$ cat config.mk
export PLATFORM = sky130hd
export DESIGN_NAME = psum_expander
export DESIGN_NICKNAME = d
export VERILOG_FILES = /design/src/rtl/psum_expander.sv
export SDC_FILE = /design/constraint.sdc
export NUM_CORES = 1
export LEC_CHECK = 0
export CAP_MARGIN = 20
export CORE_MARGIN = 2
export CORE_UTILIZATION = 30
export DETAILED_ROUTE_END_ITERATION = 10
export PLACE_DENSITY = 0.56
export SYNTH_ARGS = -nofsm -noshare
export SYNTH_HDL_FRONTEND = slang
export SYNTH_SLANG_ARGS = --single-unit
$ cat constraint.sdc
create_clock -name clk -period 3.5 [get_ports clk]
set_input_delay 1.05 -clock clk [delete_from_list [all_inputs] [get_ports clk]]
set_output_delay 1.05 -clock clk [all_outputs]
set_load 0.02 [all_outputs]
$ cat src/rtl/psum_expander.sv
// Re-expands a truncated psum word into the 2*DATA_WIDTH accumulator domain.
// Two-stage valid/ready pipeline: stage 1 extends and clamps the offset, stage 2 shifts.
module psum_expander #(
    parameter int DATA_WIDTH = 16,
    parameter int SEL_WIDTH  = $clog2(DATA_WIDTH),
    parameter bit SIGNED     = 1'b1
) (
    input  logic                      clk,
    input  logic                      reset,
    input  logic [DATA_WIDTH-1:0]     in_data,
    input  logic [SEL_WIDTH:0]        in_sel,
    input  logic                      in_valid,
    output logic                      in_ready,
    output logic [2*DATA_WIDTH-1:0]   out_data,
    output logic                      out_valid,
    input  logic                      out_ready,
    input  logic                      err_clr,
    output logic                      sel_err,
    output logic                      busy
);

    localparam logic [SEL_WIDTH:0] SEL_MAX = (SEL_WIDTH+1)'(DATA_WIDTH);

    logic                    r_s1_valid;
    logic [2*DATA_WIDTH-1:0] r_ext;
    logic [SEL_WIDTH:0]      r_sel;
    logic                    r_s2_valid;
    logic [2*DATA_WIDTH-1:0] r_out;
    logic                    r_sel_err;

    logic                    w_s2_free;
    logic                    w_accept;
    logic                    w_sel_bad;
    logic                    w_sign;

    // Stage 2 can take a new word if empty or its word leaves this cycle.
    assign w_s2_free = !r_s2_valid || out_ready;
    assign in_ready  = !reset && (!r_s1_valid || w_s2_free);
    assign w_accept  = in_valid && in_ready;
    assign w_sel_bad = in_sel > SEL_MAX;
    assign w_sign    = SIGNED & in_data[DATA_WIDTH-1];

    always_ff @(posedge clk) begin
        if (reset) begin
            r_s1_valid <= 1'b0;
            r_ext      <= '0;
            r_sel      <= '0;
        end else if (w_accept) begin
            r_s1_valid <= 1'b1;
            r_ext      <= {{DATA_WIDTH{w_sign}}, in_data};
            r_sel      <= w_sel_bad ? SEL_MAX : in_sel;
        end else if (w_s2_free) begin
            r_s1_valid <= 1'b0;
        end
    end

    always_ff @(posedge clk) begin
        if (reset) begin
            r_s2_valid <= 1'b0;
            r_out      <= '0;
        end else if (w_s2_free) begin
            r_s2_valid <= r_s1_valid;
            if (r_s1_valid) begin
                r_out <= r_ext << r_sel;
            end
        end
    end

    // A new out-of-range accept takes priority over a clear in the same cycle.
    always_ff @(posedge clk) begin
        if (reset) begin
            r_sel_err <= 1'b0;
        end else if (w_accept && w_sel_bad) begin
            r_sel_err <= 1'b1;
        end else if (err_clr) begin
            r_sel_err <= 1'b0;
        end
    end

    assign out_data  = r_out;
    assign out_valid = r_s2_valid;
    assign sel_err   = r_sel_err;
    assign busy      = r_s1_valid || r_s2_valid;

endmodule

==> metrics <==
Num Clock Sinks 56; Post-synth EDFFs 0; Post-Synth Adder-Cell Area 0%; cell-internal power 1160 uW; Arr. time, crit path 2360 ps; Tot GR Track Use 16.3%; TritonCTS clock tree yes; row count 38; Post-CTS Setup Bufs 0; share of power burned in registers 45.1%; sw power 444 uW; M1 WL 4540 um; area leader, netlist dfxtp_1; Final Hold Vio Count 0; Hold EP out_data[5]$_SDFFE_PP0P_; initial antenna violation count 0; synthesized area 3410 um^2; Clock transition at path regs 70 ps; Buffers on Ports 61; logic gate share of total power 19.6%; final setup violation count 0; Vias/cell 5.64; I/O pins 62; CTS buffer count 5; run status finished, final reports clean; CTS Buffer Depth 2; mux contribution to synthesized area 23.6%; Max Fclk 294 MHz; placed insts 560; main combinational cell family by area after synthesis multiplexers; Seq/Total Area, Yosys 32.9%; min-delay src out_data[5]$_SDFFE_PP0P_; worst clock skew 5.85 ps; CTS Root Cell clkbuf_16; startpoint types primary input; Total Power 1610 uW; #FFs+latches synth 56; max-cap violations 0; maximum VDD drop 0.231 mV; worst-path maximum fanout 2; fin nets 453; CP Class in -> out; Die Footprint 12200 um^2; length of routed met2 wiring 5030 um; Crit path largest cell delay 620 ps; crit-path cells clkdlybuf4s50_1, nor2b_1, a21oi_1, clkdlybuf4s50_1; RSZ-0062 raised after global routing no; final antenna-violating net count 0; number of H-tree levels 2; min-delay worst type reg -> reg; hold_buf cts 0; top-area cell type share of the netlist area 32.9%; Area growth, synth to finish 26.3%; CP max-delay cell clkdlybuf4s50_1; drt wl/cell 18.0 um; post-layout min period 3410 ps; Mapped Nets 406; worst reg2reg path startpoint r_sel[1]$_SDFFE_PP0P_; Final HPWL DP 7550 um; Area contributors post-synth dfxtp_1 (33%), mux4_2 (16%), nand2_1 (6.2%), o21ai_0 (4.0%), mux2_2 (4.0%); Slew Limit Fails 0; total wire length 10200 um; layout cells sized above 1 14.7%; Clock power frac 35.3%; element type at the critical path end output pin; Reg2Reg Setup Slack 860 ps; core area 11000 um^2; Post-synth top cells dfxtp_1 (56), nand2_1 (56), o21ai_0 (27), mux4_2 (24), nor2_1 (20); Vias 3204; Slew HR 34.1%; routed wl met3 539 um; Initial DRC Count 186; # diodes 0; vias in the first global route 3062; xor/xnor share of the synthesized area 0%; Synth Area in Simple Gates 18.0%; Pleak 0.00144 uW; Vert. Die Dim 111 um; cells on worst reg2reg path 4; required time of the critical path 2450 ps; YS warnings 0; Worst Hold Depth 2; switch share 27.6%; Most used DFF post-synth dfxtp_1; r2r endpoint out_data[31]$_SDFFE_PP0P_; Netlist cell types 54; Starting Density 31.1%; largest net degree at the start of global routing 45; Power Density 373 nW/um^2; period utilization 97.3%; ys async rst share 0%; Post-CTS Resized 0; drt first pass iters 4; first-pass GRT wire length 16500 um; Fin Setup TNS 0 ps; routability-driven placement congestion ratio 0.894; Worst path most repeated cell clkdlybuf4s50_1; Synth Area in Compound Gates 20.0%; die width 111 um; Mean Syn Cell Area 8.98 um^2; grt total ovfl 0; DR DRC count 0; worst slew pin tran 988 ps; max layer used met4; latest clock arrival within the worst-skew pair 290 ps; Cells after Synth 380; Cell Count, Final, Fillers Out 568
## per-stage QoR
step                      area (um^2)  util, %  setup slack, ps  hold WS, ps
after detailed placement         4140     37.7             82.4          439
after floorplan                  3410        -              663          484
final                            4310     39.2             94.6          452
after global placement           4140     37.7              124          444
after global routing             4310     39.2             8.39          490
after CTS                        4310     39.2             70.9          459
## sequential cells by signal, summed over array words and instances (netlist names)
name	flops
out_data	32
out_valid	1
r_ext	16
r_s1_valid	1
r_sel	5
sel_err	1
## power groups by stage
stage | Clock [uW] | Sequential [uW] | Combinational, uW
2_1_floorplan | 0 | 729 | 190
3_3_place_gp | 0 | 738 | 311
3_5_place_dp | 0 | 739 | 313
4_1_cts | 585 | 724 | 314
5_1_grt | 607 | 732 | 338
6_report | 567 | 725 | 315
## cell usage in the layout, fill, tap and decap left out, drive strengths merged, types with 4 or more instances in the layout
cell type and n:
clkdlybuf4s50 61, nand2 56, dfxtp 56, o21ai 27, mux4 24, nor2 20
a21oi 19, buf 14, mux2i 13, nand3 13, mux2 12, a31oi 9
a22oi 8, nand2b 7, nor3 7, nor2b 5, clkbuf 5, inv 5
o211ai 4, a311oi 4, a211oi 4, and3 4, nand3b 4, a32oi 4
## area by class of cell
| class | instances | area [um^2] |
|---|---|---|
| clock buffer | 5 | 125 |
| sequential | 56 | 1120 |
| multi-input combinational | 282 | 2100 |
| tap | 140 | 175 |
| clock inverter | 3 | 42.5 |
| timing repair buffer | 75 | 716 |
| fill | 1138 | 6670 |
| inverter | 7 | 26.3 |
## critical path: cells and delay by family
family / cells / cell delay (ps)
buffers and inverters: 2 / 1100
AND/OR/NAND/NOR: 1 / 60
AO/OA/AOI/OAI: 1 / 150
## metal layers
| metal | global-route usage (%) | vias up |
|---|---|---|
| met5 | 0 | - |
| met4 | 3.33 | 0 |
| met3 | 2.96 | 8 |
| met2 | 27.7 | 101 |
| met1 | 21.7 | 1568 |
| li1 | - | 1527 |
## worst max path at each step
stage / startpoint / end / slack, ps / depth (start not counted)
2_1_floorplan: reset / in_ready / 660 / 3
3_3_place_gp: out_ready / in_ready / 120 / 4
3_5_place_dp: out_ready / in_ready / 80 / 4
4_1_cts: out_ready / in_ready / 70 / 4
5_1_grt: out_ready / in_ready / 8 / 4
6_report: out_ready / in_ready / 90 / 4
## cell families (layout without fill, tap and decap cells)
| family | Yosys count | in the layout |
|---|---|---|
| simple gates | 130 | 130 |
| compound gates | 103 | 103 |
| mux | 49 | 49 |
| flops | 56 | 56 |
| buf+inv | 42 | 90 |
Power figures use the tool's default switching activity.
